[config.mk]
export PLATFORM = sky130hd
export DESIGN_NAME = axi4_frame_reader
export DESIGN_NICKNAME = d
export VERILOG_FILES = /design/src/rtl/axi4_frame_reader.sv
export SDC_FILE = /design/constraint.sdc
export NUM_CORES = 2
export LEC_CHECK = 0
export CORE_ASPECT_RATIO = 1.4
export CORE_UTILIZATION = 45
export DETAILED_ROUTE_END_ITERATION = 10
export PLACE_DENSITY = 0.6
export SKIP_CTS_REPAIR_TIMING = 1
export SYNTH_ARGS = -nofsm -noshare
export SYNTH_HDL_FRONTEND = slang
export SYNTH_MEMORY_MAX_BITS = 65536
export SYNTH_SLANG_ARGS = --single-unit
[constraint.sdc]
create_clock -name clk_100Mhz -period 8.9 [get_ports clk_100Mhz]
set_input_delay 1.335 -clock clk_100Mhz [delete_from_list [all_inputs] [get_ports clk_100Mhz]]
set_output_delay 1.335 -clock clk_100Mhz [all_outputs]
set_load 0.02 [all_outputs]
[src/rtl/axi4_frame_reader.sv]
// axi4_frame_reader: fetches a frame buffer over AXI4 in fixed bursts and streams it out of a FWFT buffer
module axi4_frame_reader #(
    parameter int AXI_ADDR_WIDTH = 32,
    parameter int AXI_DATA_WIDTH = 64,
    parameter int BURST_BEATS    = 16,
    parameter int FRAME_BYTES    = 153600,
    parameter int FIFO_DEPTH     = 64
) (
    input  logic                               clk_100Mhz,
    input  logic                               rst,
    input  logic                               frame_start,
    input  logic [AXI_ADDR_WIDTH-1:0]          FRAME_BASE_ADDR,
    output logic [AXI_ADDR_WIDTH-1:0]          ARADDR,
    output logic                               ARVALID,
    input  logic                               ARREADY,
    output logic [7:0]                         ARLEN,
    output logic [2:0]                         ARSIZE,
    output logic [1:0]                         ARBURST,
    output logic [3:0]                         ARCACHE,
    output logic [2:0]                         ARPROT,
    input  logic [AXI_DATA_WIDTH-1:0]          RDATA,
    input  logic                               RVALID,
    output logic                               RREADY,
    input  logic                               RLAST,
    input  logic [1:0]                         RRESP,
    output logic [AXI_DATA_WIDTH-1:0]          m_data,
    output logic                               m_valid,
    input  logic                               m_ready,
    output logic                               m_last,
    output logic [1:0]                         state,
    output logic [AXI_ADDR_WIDTH-1:0]          ADDR_OFFSET,
    output logic [$clog2(FIFO_DEPTH+1)-1:0]    fifo_level,
    output logic                               rresp_err
);
    localparam int BURST_BYTES = BURST_BEATS * AXI_DATA_WIDTH / 8;
    localparam int PW = $clog2(FIFO_DEPTH);
    localparam int LW = $clog2(FIFO_DEPTH + 1);
    localparam int BW = $clog2(BURST_BEATS);

    typedef enum logic [1:0] {IDLE, CHECK, ADDR_SEND, DATA_RECV} state_t;

    state_t                    state_q, state_d;
    logic [AXI_ADDR_WIDTH-1:0] base_q, base_d, off_q, off_d;
    logic [BW-1:0]             beat_q, beat_d;
    logic                      pend_q, pend_d, err_q, err_d;
    logic [PW-1:0]             wr_q, wr_d, rd_q, rd_d;
    logic [LW-1:0]             cnt_q, cnt_d;
    logic [AXI_DATA_WIDTH:0]   mem [FIFO_DEPTH];

    logic beat_hs, last_beat, last_burst, drop, flush, full, fits, push, pop;

    assign ARADDR      = base_q + off_q;
    assign ARVALID     = state_q == ADDR_SEND;
    assign RREADY      = state_q == DATA_RECV;
    assign ARLEN       = 8'(BURST_BEATS - 1);
    assign ARSIZE      = 3'b011;
    assign ARBURST     = 2'b01;
    assign ARCACHE     = 4'b0010;
    assign ARPROT      = 3'b000;
    assign m_valid     = cnt_q != '0;
    assign m_data      = mem[rd_q][AXI_DATA_WIDTH-1:0];
    assign m_last      = m_valid && mem[rd_q][AXI_DATA_WIDTH];
    assign state       = state_q;
    assign ADDR_OFFSET = off_q;
    assign fifo_level  = cnt_q;
    assign rresp_err   = err_q;

    // Handshake strobes and buffer bookkeeping; beats of a burst overtaken by a new frame are dropped
    always_comb begin
        beat_hs    = state_q == DATA_RECV && RVALID;
        last_beat  = beat_q == BW'(BURST_BEATS - 1);
        last_burst = off_q == AXI_ADDR_WIDTH'(FRAME_BYTES - BURST_BYTES);
        drop       = pend_q || (frame_start && state_q == DATA_RECV);
        full       = cnt_q == LW'(FIFO_DEPTH);
        fits       = cnt_q <= LW'(FIFO_DEPTH - BURST_BEATS);
        flush      = (frame_start && (state_q == IDLE || state_q == CHECK)) || (beat_hs && last_beat && drop);
        push       = beat_hs && !drop && !full;
        pop        = m_valid && m_ready && !flush;
        cnt_d      = flush ? '0 : cnt_q + LW'(push) - LW'(pop);
        wr_d       = flush ? '0 : wr_q + PW'(push);
        rd_d       = flush ? '0 : rd_q + PW'(pop);
    end

    // Next-state logic: one burst at a time, throttled by buffer space
    always_comb begin
        state_d = state_q;
        base_d  = (frame_start && !pend_q) ? FRAME_BASE_ADDR : base_q;
        off_d   = off_q;
        beat_d  = beat_q;
        pend_d  = pend_q;
        err_d   = err_q || (beat_hs && !drop && full);
        case (state_q)
            IDLE, CHECK: begin
                if (frame_start) begin
                    off_d   = '0;
                    state_d = CHECK;
                end else if (state_q == CHECK && fits) begin
                    state_d = ADDR_SEND;
                end
            end
            ADDR_SEND: begin
                pend_d  = pend_q || frame_start;
                state_d = ARREADY ? DATA_RECV : ADDR_SEND;
            end
            DATA_RECV: begin
                pend_d = drop;
                if (RVALID) begin
                    beat_d = last_beat ? '0 : beat_q + 1'b1;
                    err_d  = err_d || (RLAST != last_beat) || (RRESP != 2'b00);
                    if (last_beat) begin
                        pend_d  = 1'b0;
                        off_d   = drop ? '0 : off_q + AXI_ADDR_WIDTH'(BURST_BYTES);
                        state_d = (drop || !last_burst) ? CHECK : IDLE;
                    end
                end
            end
            default: state_d = IDLE;
        endcase
    end

    // Control and buffer pointer registers
    always_ff @(posedge clk_100Mhz) begin
        if (rst) begin
            state_q <= IDLE;
            base_q  <= '0;
            off_q   <= '0;
            beat_q  <= '0;
            pend_q  <= 1'b0;
            err_q   <= 1'b0;
            wr_q    <= '0;
            rd_q    <= '0;
            cnt_q   <= '0;
        end else begin
            state_q <= state_d;
            base_q  <= base_d;
            off_q   <= off_d;
            beat_q  <= beat_d;
            pend_q  <= pend_d;
            err_q   <= err_d;
            wr_q    <= wr_d;
            rd_q    <= rd_d;
            cnt_q   <= cnt_d;
        end
    end

    // Buffer storage; the frame-end flag rides with the final beat of the final burst
    always_ff @(posedge clk_100Mhz) begin
        if (push) mem[wr_q] <= {last_beat && last_burst, RDATA};
    end
endmodule

==> key figures <==
Layout
  – Cell Count, Final, Fillers Out: 12,500
  – Share of layout cells above drive strength 1: 27.8%
  – Area Growth Syn to Fin: 13.3%
  – Nets: 7,574
  – Final core occ: 51.2%

Routing
  – 1st-iter DRT viols: 8,855
  – DRT Pass-1 Iters: 8
  – Routed WL per cell: 35.0 um
  – Routed wire length: 437,000 um
  – Via count: 77,000
  – Vias/cell: 6.17
  – Post-route ant nets: 0
  – Residual DRC count: 6

Floorplanning
  – # IOs: 267
  – Std-Cell Rows: 261
  – Starting Density: 45.2%
  – Die Wd: 511 um
  – CORE AREA: 361,000 um2
  – Die Area: 365,000 um2
  – Die Ht: 714 um

Placed design
  – Dpl ws: 2.69 ns
  – Gpl congestion: 0.825
  – Placed Cells: 11,800
  – I/O Buffers: 239
  – Dpl hpwl: 241,000 um

Global routing
  – Initial antenna violation count: 22
  – Vias in the first global route: 79,300
  – Gr usage total: 23.9%
  – Wire length of the first global-routing pass: 614,000 um
  – Grt total ovfl: 0
  – Pin count of the biggest net entering global routing: 103

Timing
  – Measured slew at the worst slew-check pin: 1.34 ns
  – Final clock skew: 0.0480 ns
  – PnR worst setup slack: 1.98 ns
  – Final Setup Violations: 0
  – Total Neg Setup Slack: 0 ns
  – Fmax: 145 MHz
  – Final Hold Fails: 0
  – Tcrit/Tclk final: 77.7%
  – Min cycle time layout: 6.92 ns
  – Rel. slew slack: 10.6%
  – Worst Hold Margin: 0.458 ns
  – Pins Over Slew Limit: 0
  – Unrepaired setup endpoints after global routing: false

Power and ir drop
  – Worst VDD drop: 0.000166 V
  – Leak: 55.4 nW
  – PwrDens: 222 nW/um2

Worst setup path
  – CP Max Fanout: 52
  – Setup crit start kind: flip-flop
  – CP Class: flip-flop to primary output
  – Endpoint type of the worst setup path: primary output
  – Critical Path RT: 7.57 ns
  – Critical Path AT: 5.58 ns

Job
  – Max Cap Viol: 0

CTS
  – Clock-pin slew on the worst setup and hold paths: 0.07 ns
  – Num CTS Buffers: 400
  – Clock Sinks: 4,244
  – CTS tree: yes
  – CTS Buffer Depth: 4
  – CTS Root Cell: clkbuf_16
  – Clock Latency Late Sink: 0.94 ns
  – CTS H-Tree Depth: 5

Logic synthesis
  – Synth area leaders: edfxtp_1 77%, mux4_2 17%, dfxtp_1 1.0%
  – Post-synth EDFFs: 4,160
  – Mean Syn Cell Area: 23.5 um2
  – Sequential share of the synthesized area: 77.7%
  – Primary FF master, synth: edfxtp_1
  – Synth Register Bits: 4,244
  – Synth Warn #: 0
  – FFs w/ async S/R, synth: 0%
  – Biggest area consumer among synthesized cells: edfxtp_1
  – Synth cell count leaders: 4,160 x edfxtp_1, 1,230 x mux4_2, 198 x nor2_1
  – Syn Inst Count: 6,927
  – Post-synth top area share: 76.6%
  – Mapped cell area: 163,000 um2
  – Top-count cell post-synth: edfxtp_1
  – Post-synth cell types: 61

Hold path
  – Hold crit path type: flip-flop to flip-flop

Status
  – Status: finished, violations left
  – Violated checks: design-rule violations
flip-flops by register name (all words and copies together) (netlist names):
name	cells
mem	4160
beat_q	4
ADDR_OFFSET	25
base_q	32
state	2
rd_q	6
pend_q	1
fifo_level	7
wr_q	6
rresp_err	1
power breakdown:
group	internal (mW)	total, mW	leakage, nW	switching [mW]
registers	21.9	22.0	38.2	0.0383
clock network	9.38	16.8	6.15	7.38
logic	1.07	2.34	11.0	1.27
total	32.4	41.1	55.4	8.69
per-stage QoR:
step           total power [mW]  instance area, um2
2_1_floorplan              23.9              163000
3_3_place_gp               24.8              172000
3_5_place_dp               24.8              172000
4_1_cts                    41.4              185000
5_1_grt                    42.2              185000
6_report                   41.1              185000
layout by cell type (no fill, tap or decap), types with 10 or more instances in the layout:
master,instances
a21oi_1,73
clkbuf_16,407
dfxtp_1,79
nor2_1,132
o21ai_0,20
a22oi_1,128
and3_1,11
ha_1,42
o22ai_1,68
xor2_1,29
buf_4,188
edfxtp_1,4160
nand4_1,12
clkinv_1,99
clkinv_2,67
bufinv_16,35
inv_6,10
nand3_1,28
and2_1,15
buf_12,44
mux2i_1,137
nand2_1,111
mux4_2,1230
nor2_4,65
buf_2,56
nor3_1,16
inv_1,24
xnor2_1,27
clkdlybuf4s50_1,182
conb_1,28
clkbuf_1,72
layout make-up:
cell class	instances	area [um2]
fillers	27900	176000
clock inverters	235	2120
multi-input cells	2285	35100
repair buffers	471	4400
clock buffers	479	10500
flip-flops and latches	4244	127000
well taps	4734	5920
inverters	24	90.1
diodes	7	17.5
path summary, 6_finish.rpt:
kind	start	end	slack [ns]	cells past startpoint
hold / removal	base_q[0]$_SDFFE_PP0P_	base_q[0]$_SDFFE_PP0P_	0.46	2
hold reg to reg	base_q[0]$_SDFFE_PP0P_	base_q[0]$_SDFFE_PP0P_	0.46	2
setup reg to reg	state[1]$_SDFFE_PP0P_	mem[38][53]$_DFFE_PP_	3.94	7
setup / recovery	rd_q[1]$_SDFF_PP0_	m_last	1.98	7
metal layers:
metal | vias to the layer above | wire, um | track usage [%]
met1 | 42400 | 166000 | 31.1
met4 | 12 | 12700 | 6.76
met3 | 637 | 30800 | 3.72
met2 | 3255 | 227000 | 41.8
met5 | - | 73 | 0
li1 | 30600 | - | -
critical path, stage by stage, from the launching register on:
cell and delay (ns):
dfxtp_4 1.07, buf_4 0.84, mux2_2 0.42, o311ai_0 0.51, o21ai_0 0.17, nor3_1 0.79, nor3_1 0.10, clkdlybuf4s50_1 0.64
cells by family (layout without fill, tap and decap cells):
kind of cell	count (synthesis)	after routing	synth area share, %
flip-flops	4244	4244	77.7
multiplexers	1370	1370	17.9
XOR/XNOR	56	56	0.301
AO/OA/AOI/OAI	347	347	1.42
other	2	35	0.00461
adder cells (fa/ha/maj)	43	43	0.335
buffers and inverters	424	1209	1.21
AND/OR/NAND/NOR	441	441	1.21
Note: power is estimated with default switching activity, not from simulation.
